$ cat config.mk
export PLATFORM = sky130hd
export DESIGN_NAME = mac_dot_engine_flat
export DESIGN_NICKNAME = d
export VERILOG_FILES = /design/src/rtl/mac_dot_engine_if.sv /design/src/rtl/mac_dot_engine.sv /design/src/flat_wrapper.sv
export SDC_FILE = /design/constraint.sdc
export NUM_CORES = 2
export LEC_CHECK = 0
export ABC_AREA = 0
export ABC_CLOCK_PERIOD_IN_PS = 4200
export BUFFER_PORTS_ARGS = -buffer_cell sky130_fd_sc_hd__buf_4
export CAP_MARGIN = 20
export CORE_ASPECT_RATIO = 0.7
export CORE_MARGIN = 3
export CORE_UTILIZATION = 55
export DETAILED_ROUTE_END_ITERATION = 12
export GPL_TIMING_DRIVEN = 0
export PLACE_DENSITY = 0.83
export SYNTH_ARGS = -nofsm -noshare
export SYNTH_HDL_FRONTEND = slang
export SYNTH_SLANG_ARGS = --single-unit
export TNS_END_PERCENT = 1
$ cat constraint.sdc
create_clock -name clk -period 4.2 [get_ports clk]
set_input_delay 0.84 -clock clk [delete_from_list [all_inputs] [get_ports clk]]
set_output_delay 0.84 -clock clk [all_outputs]
set_load 0.005 [all_outputs]
$ cat src/rtl/mac_dot_engine_if.sv
// mac_dot_engine_if: operand-in / result-out valid/ready handshake bundle for mac_dot_engine.
interface mac_dot_engine_if #(
  parameter int unsigned DATA_WIDTH = 16,
  parameter int unsigned ACC_WIDTH  = 40,
  parameter int unsigned LANES      = 4,
  parameter int unsigned CNT_WIDTH  = 16
);
  logic                               in_valid;
  logic                               in_ready;
  logic        [LANES*DATA_WIDTH-1:0] in_a;
  logic        [LANES*DATA_WIDTH-1:0] in_b;
  logic                               in_first;
  logic                               in_last;
  logic                               out_valid;
  logic                               out_ready;
  logic signed [ACC_WIDTH-1:0]        out_result;
  logic        [CNT_WIDTH-1:0]        out_count;
  logic                               out_ovf;

  modport master (
    output in_valid, in_a, in_b, in_first, in_last, out_ready,
    input  in_ready, out_valid, out_result, out_count, out_ovf
  );

  modport slave (
    input  in_valid, in_a, in_b, in_first, in_last, out_ready,
    output in_ready, out_valid, out_result, out_count, out_ovf
  );
endinterface

$ cat src/rtl/mac_dot_engine.sv
// mac_dot_engine: pipelined LANES-wide signed dot-product MAC (products, reduction, accumulate,
// result register). Define MAC_DOT_SATURATE_EN to clamp on accumulator overflow instead of wrap.
module mac_dot_engine #(
  parameter int unsigned DATA_WIDTH = 16,
  parameter int unsigned ACC_WIDTH  = 40,
  parameter int unsigned LANES      = 4,
  parameter int unsigned CNT_WIDTH  = 16
) (
  input logic             clk,
  input logic             reset,
  input logic             clear,
  mac_dot_engine_if.slave bus
);
  localparam int unsigned ProdW = 2 * DATA_WIDTH;
  localparam int unsigned SumW  = ProdW + $clog2(LANES);

  if (ACC_WIDTH < SumW) begin : g_acc_width_check
    $error("mac_dot_engine: ACC_WIDTH must be >= 2*DATA_WIDTH + clog2(LANES)");
  end
  if (LANES < 1 || LANES > 16 || (LANES & (LANES - 1)) != 0) begin : g_lanes_check
    $error("mac_dot_engine: LANES must be a power of two in 1..16");
  end

  logic advance;
  logic out_valid_q;

  // Whole pipeline moves as one; only a pending, unconsumed result stalls it.
  assign advance      = !out_valid_q || bus.out_ready;
  assign bus.in_ready = advance;

  // S1: exact lane products
  logic signed [ProdW-1:0] prod_d    [LANES];
  logic signed [ProdW-1:0] s1_prod_q [LANES];
  logic                    s1_valid_q, s1_first_q, s1_last_q;

  always_comb begin
    for (int unsigned i = 0; i < LANES; i++) begin
      prod_d[i] = ProdW'($signed(bus.in_a[i*DATA_WIDTH +: DATA_WIDTH])) *
                  ProdW'($signed(bus.in_b[i*DATA_WIDTH +: DATA_WIDTH]));
    end
  end

  always_ff @(posedge clk or negedge reset) begin
    if (!reset) begin
      s1_valid_q <= 1'b0;
      s1_first_q <= 1'b0;
      s1_last_q  <= 1'b0;
      for (int unsigned i = 0; i < LANES; i++) s1_prod_q[i] <= '0;
    end else if (clear) begin
      s1_valid_q <= 1'b0;
    end else if (advance) begin
      s1_valid_q <= bus.in_valid;
      s1_first_q <= bus.in_first;
      s1_last_q  <= bus.in_last;
      s1_prod_q  <= prod_d;
    end
  end

  // S2: reduction of the lane products
  logic signed [SumW-1:0] sum_d, s2_sum_q;
  logic                   s2_valid_q, s2_first_q, s2_last_q;

  always_comb begin
    sum_d = '0;
    for (int unsigned i = 0; i < LANES; i++) sum_d = sum_d + SumW'(s1_prod_q[i]);
  end

  always_ff @(posedge clk or negedge reset) begin
    if (!reset) begin
      s2_valid_q <= 1'b0;
      s2_first_q <= 1'b0;
      s2_last_q  <= 1'b0;
      s2_sum_q   <= '0;
    end else if (clear) begin
      s2_valid_q <= 1'b0;
    end else if (advance) begin
      s2_valid_q <= s1_valid_q;
      s2_first_q <= s1_first_q;
      s2_last_q  <= s1_last_q;
      s2_sum_q   <= sum_d;
    end
  end

  // S3: accumulate across the vector
  logic signed [ACC_WIDTH-1:0] acc_q, acc_d;
  logic signed [ACC_WIDTH:0]   acc_base, acc_wide;
  logic        [CNT_WIDTH-1:0] cnt_q, cnt_d;
  logic                        ovf_q, ovf_d, open_q, start, wide_ovf;
  logic                        s3_valid_q, s3_last_q;

  always_comb begin
    start    = s2_first_q || !open_q;
    acc_base = start ? '0 : (ACC_WIDTH+1)'(acc_q);
    acc_wide = acc_base + (ACC_WIDTH+1)'(s2_sum_q);
    wide_ovf = acc_wide[ACC_WIDTH] ^ acc_wide[ACC_WIDTH-1];
    acc_d    = acc_wide[ACC_WIDTH-1:0];
`ifdef MAC_DOT_SATURATE_EN
    if (wide_ovf) begin
      acc_d = acc_wide[ACC_WIDTH] ? {1'b1, {(ACC_WIDTH-1){1'b0}}}
                                  : {1'b0, {(ACC_WIDTH-1){1'b1}}};
    end
`endif
    ovf_d = (start ? 1'b0 : ovf_q) | wide_ovf;
    cnt_d = start ? CNT_WIDTH'(1) : ((&cnt_q) ? cnt_q : cnt_q + CNT_WIDTH'(1));
  end

  always_ff @(posedge clk or negedge reset) begin
    if (!reset) begin
      s3_valid_q <= 1'b0;
      s3_last_q  <= 1'b0;
      acc_q      <= '0;
      cnt_q      <= '0;
      ovf_q      <= 1'b0;
      open_q     <= 1'b0;
    end else if (clear) begin
      s3_valid_q <= 1'b0;
      acc_q      <= '0;
      cnt_q      <= '0;
      ovf_q      <= 1'b0;
      open_q     <= 1'b0;
    end else if (advance) begin
      s3_valid_q <= s2_valid_q;
      s3_last_q  <= s2_last_q;
      if (s2_valid_q) begin
        acc_q  <= acc_d;
        cnt_q  <= cnt_d;
        ovf_q  <= ovf_d;
        open_q <= !s2_last_q;
      end
    end
  end

  // Result register: loaded when a vector-closing beat leaves S3
  logic signed [ACC_WIDTH-1:0] out_result_q;
  logic        [CNT_WIDTH-1:0] out_count_q;
  logic                        out_ovf_q;

  always_ff @(posedge clk or negedge reset) begin
    if (!reset) begin
      out_valid_q  <= 1'b0;
      out_result_q <= '0;
      out_count_q  <= '0;
      out_ovf_q    <= 1'b0;
    end else if (clear) begin
      out_valid_q <= 1'b0;
    end else if (advance) begin
      out_valid_q <= s3_valid_q && s3_last_q;
      if (s3_valid_q && s3_last_q) begin
        out_result_q <= acc_q;
        out_count_q  <= cnt_q;
        out_ovf_q    <= ovf_q;
      end
    end
  end

  assign bus.out_valid  = out_valid_q;
  assign bus.out_result = out_result_q;
  assign bus.out_count  = out_count_q;
  assign bus.out_ovf    = out_ovf_q;
endmodule

$ cat src/flat_wrapper.sv
// flat-port wrapper written by rule: the top's interface ports become plain ports
module mac_dot_engine_flat 
#(
  parameter int unsigned DATA_WIDTH = 16,
  parameter int unsigned ACC_WIDTH  = 40,
  parameter int unsigned LANES      = 4,
  parameter int unsigned CNT_WIDTH  = 16
)
  (clk, reset, clear, bus_in_valid, bus_in_a, bus_in_b, bus_in_first, bus_in_last, bus_out_ready, bus_in_ready, bus_out_valid, bus_out_result, bus_out_count, bus_out_ovf);
  mac_dot_engine_if #(.DATA_WIDTH(DATA_WIDTH), .ACC_WIDTH(ACC_WIDTH), .LANES(LANES), .CNT_WIDTH(CNT_WIDTH)) bus_i ();
  input logic clk;
  input logic reset;
  input logic clear;
  input wire logic [$bits(bus_i.in_valid)-1:0] bus_in_valid;
  input wire logic [$bits(bus_i.in_a)-1:0] bus_in_a;
  input wire logic [$bits(bus_i.in_b)-1:0] bus_in_b;
  input wire logic [$bits(bus_i.in_first)-1:0] bus_in_first;
  input wire logic [$bits(bus_i.in_last)-1:0] bus_in_last;
  input wire logic [$bits(bus_i.out_ready)-1:0] bus_out_ready;
  output wire logic [$bits(bus_i.in_ready)-1:0] bus_in_ready;
  output wire logic [$bits(bus_i.out_valid)-1:0] bus_out_valid;
  output wire logic [$bits(bus_i.out_result)-1:0] bus_out_result;
  output wire logic [$bits(bus_i.out_count)-1:0] bus_out_count;
  output wire logic [$bits(bus_i.out_ovf)-1:0] bus_out_ovf;
  assign bus_i.in_valid = bus_in_valid;
  assign bus_i.in_a = bus_in_a;
  assign bus_i.in_b = bus_in_b;
  assign bus_i.in_first = bus_in_first;
  assign bus_i.in_last = bus_in_last;
  assign bus_i.out_ready = bus_out_ready;
  assign bus_in_ready = bus_i.in_ready;
  assign bus_out_valid = bus_i.out_valid;
  assign bus_out_result = bus_i.out_result;
  assign bus_out_count = bus_i.out_count;
  assign bus_out_ovf = bus_i.out_ovf;
  mac_dot_engine #(.DATA_WIDTH(DATA_WIDTH), .ACC_WIDTH(ACC_WIDTH), .LANES(LANES), .CNT_WIDTH(CNT_WIDTH)) u_core (.clk(clk), .reset(reset), .clear(clear), .bus(bus_i));
endmodule
* Word-level counts from Yosys, hierarchy flattened
Cells that the tools add are included.
Word-level totals: register bits after elaboration 286, latch bits 0, memory bits (writable) 0, memory bits (read-only) 0, bits of input ports 135, output and inout port bits 59, logic and storage cells 71, memories kept 0
Cells by class: $add $sub $neg 5, multipliers 4, divide/modulo/power cells 0, magnitude comparators 0, eq/ne operators 1, shift-type cells 0, multiplexer cells 24, bitwise gates (word level) 3, reduce and logical (&&, ||, !) cells 13
Operators by type and width (count):
- $mul A16 B16 Y32 | 4
- $mux W40 | 3
- $mux W16 | 5
- $add A41 B34 Y41 | 1
- $mux W41 | 1
- $add A33 B32 Y34 | 1
- $add A34 B32 Y34 | 1
- $add A32 B32 Y33 | 1
- $add A16 B1 Y16 const B | 1
- $reduce_and A16 Y1 | 1
- $mux W1 | 15
- $reduce_and A3 Y1 | 2
- $reduce_and A2 Y1 | 2
- $reduce_bool A2 Y1 | 2
- $logic_not A1 Y1 | 3
- $ne A3 B2 Y1 const B | 1
- $logic_or A1 B1 Y1 | 2
- $logic_and A1 B1 Y1 | 1
- $not A1 Y1 | 1
- $or A1 B1 Y1 | 1
- $xor A1 B1 Y1 | 1

* Depth between registers and ports, before layout
depth in word-level cells 9, gate-level depth with buffers 26, gate-level depth less buffers 25

* Least setup slack after synthesis
No wires, ideal clock.
path kind input port to flip-flop, start point in bus_in_b[23], end point reg u_core.s1_prod_q[93] (netlist name), setup time 133 ps, arrival time 6705 ps, data required time 4067 ps, path slack -2638 ps, stages 24, path buffers 1, cells stage by stage clkbuf_1 -> nand2_1 -> fa_1 -> inv_1 -> fa_1 -> inv_1 -> fa_1 -> inv_1 -> fa_1 -> fa_1 -> inv_1 -> fa_1 -> inv_1 -> ha_1 -> a21o_1 -> a21o_1 -> a211oi_1 -> nor2_1 -> a2111oi_0 -> a21oi_1 -> or3_1 -> a21oi_1 -> xor2_1 -> o21ai_0
On the way: longest elaborated chain between the ends 1
Ends and longest elaborated chain:
- start: declaration | RTL line flat_wrapper.sv:16 | input wire logic [$bits(bus_i.in_b)-1:0] bus_in_b;
- $mul A16 B16 Y32 | RTL line mac_dot_engine.sv:38 | prod_d[i] = ProdW'($signed(bus.in_a[i*DATA_WIDTH +: DATA_WIDTH])) *
- end signal: assignment | RTL line mac_dot_engine.sv:55 | s1_prod_q <= prod_d;
- end: declaration | RTL line mac_dot_engine.sv:33 | logic signed [ProdW-1:0] s1_prod_q [LANES];
No other way between the ends. A chain may end at the register's enable or synchronous reset.

* Worst setup path after layout
start point in bus_in_b[27], end point reg u_core.s1_prod_q[93] (netlist name)
The elaborated chain is that of the path after synthesis.

==> flow_summary.toml <==
[synth]
synthFlopType = "dfrtp_1"
synth_seq_area_share_pct = 13.1
synth_top_family_by_area = "adder cells"
async_flop_share_pct = 100
syn_area_per_cell_sq_um = 9.38
synth_compound_gate_area_share_pct = 7.60
synthAdderAreaFrac_pct = 50.1
ys_types = 72
syn-cell-area_sq_um = 54500
synth_edf_count = 0
synth.ff_latch_count = 286
yosys_warnings = 0
synth-simple-area-share_pct = 15.1
syn_inst = 5814
syn_nets = 7465
yosys.area_share.xor_xnor_pct = 3.32
synth.area.mux_share_pct = 1.27

[clock_network]
cts_made_buffers = 25
root_buffer = "clkbuf_16"
clockBufferDepth = 3
cts_max_level = 1
cts.clk_slew.worst_paths_ns = 0.07
cts_tree = "built"
clock_sinks = 286
clk_latency_ns = 0.56

[timing]
period_share_pct = 156
setup_slack_ns = -2.34
setup_viol = 98
final.min_clock_period_ns = 6.54
hold_violations = 0
maxSlewViolCount = 0
fmax_ghz = 0.153
rsz0062_at_grt = "yes"
hold_ws_ns = 0.323
timing.slew.headroom_pct = 26.0
worstMarginPinSlew_ns = 1.11
skew_ns = 0.0225

[floorplanning]
die_y_microns = 269
die_w_microns = 382
coreArea_sq_um = 97100
initial_core_util_pct = 56.2
std_cell_rows = 95
io_pins = 194
fp.dieArea_sq_um = 103000

[route]
wl_mm = 151
drt_iter0_drc = 3914
drc = 0
wl_per_cell_microns = 20.4
routed_via_density = 5.66
num_vias = 41785
ant_nets = 0
drtPass1Iterations = 5

[place]
portBuffers = 192
placed_cell_area_sq_um = 58000
dp_hpwl_mm = 124
gp_congestion = 0.987
place_ws_ns = -3.73

[final_layout]
post-route-util_pct = 62.9
final_cell_mix = "inv_1, fa_1, nand2_1"
final_common_cell = "inv_1"
fin_nets = 7702
drive_gt1_share_pct = 11.3
final-seq-area_sq_um = 7160
design_area_sq_um = 61100
multiInputGateArea_sq_um = 43700
area_growth_pct = 12.0
fillers = 7609

[status]
violations = "setup timing"
outcome = "finished, violations left"

[job]
maxCapViolations = 0

[global_routing]
antenna_found_initial = 4
grt_pass1_wl_mm = 243
grtUsageTotal_pct = 29.8
grt_overflow = 0
grt_start_max_net_pins = 115
grt_pass1_vias = 44482

[worst_setup_path]
end_kind = "register"
start_kind = "primary input"
critPathRequiredTime_ns = 4.61
criticalPathCategory = "in -> reg"
cp_max_fo = 10
arrival_ns = 6.95

[hold_path]
hold_path_class = "in -> async"
==> sequential cells by signal (all words and copies together), names as in the netlist, 16 cells and up <==
signal / count
u_core.bus.out_result: 40
u_core.bus.out_count: 16
u_core.s1_prod_q: 128
u_core.s2_sum_q: 34
u_core.acc_q: 40
u_core.cnt_q: 16
==> metal layers <==
layer | vias up | track usage [%] | share of wire [%]
met3 | 388 | 6.63 | 10
met5 | - | 0 | 0
met1 | 21217 | 42.8 | 41
li1 | 18153 | - | -
met2 | 2027 | 45.6 | 45
met4 | 0 | 9.28 | 3.8
==> layout make-up <==
cell class	count	share of cell area [%]
multi-input combinational	4153	71.5
inverter	1177	7.24
clock inverter	11	0.156
buffer	198	2.82
antenna	2	0.00820
sequential	286	11.7
timing repair buffer	210	2.75
clock buffer	34	1.15
tap	1309	2.68
==> path summary, 6_finish.rpt <==
path	from	to	depth (start not counted)	slack [ns]
worst max-delay path	bus_in_b[27]	u_core.s1_prod_q[93]	24	-2.34
worst max register to register	u_core.s1_prod_q[0]	u_core.s2_sum_q[31]	15	-0.11
min in group clk	u_core.s1_first_q	u_core.s2_first_q	2	0.48
worst min-delay path	reset	u_core.bus.out_result[33]	1	0.32
worst min register to register	u_core.s1_first_q	u_core.s2_first_q	2	0.48
max in group asynchronous	reset	u_core.s1_prod_q[73]	2	2.78
==> cells in the mapped netlist (17+ instances only) <==
| cell type | count | share of area (%) |
|---|---|---|
| o21ai_0 | 227 | 2.1 |
| and2_1 | 540 | 6.2 |
| o21bai_1 | 25 | 0.34 |
| inv_1 | 1177 | 8.1 |
| nor3_1 | 30 | 0.28 |
| xnor2_1 | 127 | 2.0 |
| nand2_1 | 816 | 5.6 |
| and3_1 | 19 | 0.22 |
| a31oi_1 | 21 | 0.24 |
| a211oi_1 | 17 | 0.23 |
| nand3_1 | 45 | 0.41 |
| mux2_2 | 57 | 1.2 |
| xor2_1 | 80 | 1.3 |
| nor2_1 | 158 | 1.1 |
| fa_1 | 1114 | 41 |
| dfrtp_1 | 286 | 13 |
| a21o_1 | 105 | 1.4 |
| a21oi_1 | 129 | 1.2 |
| ha_1 | 402 | 9.2 |
| nand2b_1 | 33 | 0.38 |
| clkbuf_1 | 182 | 1.3 |
==> cells by family after synthesis <==
group	count (synthesis)
AOI/OAI and AO/OA	653
xor gates and xnor gates	207
adders and majority gates	1516
buffers and inverters	1375
DFF	286
muxes	62
and+or+nand+nor	1715
==> stage by stage <==
step                      cells  setup TNS (ns)
after floorplan            5814         -150.60
after global placement     7315         -275.74
after detailed placement   7317         -260.33
after CTS                  7378         -142.29
after global routing       7378         -164.19
final                      7380         -146.09
==> critical path, stage by stage <==
cell	delay, ns
buf_4	0.18
clkbuf_16	0.19
nand2_1	0.07
fa_1	0.50
inv_1	0.06
fa_1	0.50
fa_1	0.62
fa_1	0.46
fa_1	0.49
inv_1	0.04
fa_1	0.47
inv_1	0.04
ha_1	0.25
buf_2	0.17
a21o_1	0.19
a21o_1	0.18
a21oi_1	0.14
nor2_1	0.10
a2111oi_4	0.40
a21oi_4	0.11
or3_1	0.37
a21oi_2	0.17
xor2_2	0.31
o21ai_1	0.10
==> repair_timing <==
item                       in CTS  in global routing
setup buffers                  16                  0
resized for setup             417                125
hold buffers                    0                  0
pin swaps                      76                 31
setup endpoints to repair     112                110
Power is not shown: default switching activity piles up to over one toggle a cycle in this logic, so the estimate is an artifact.
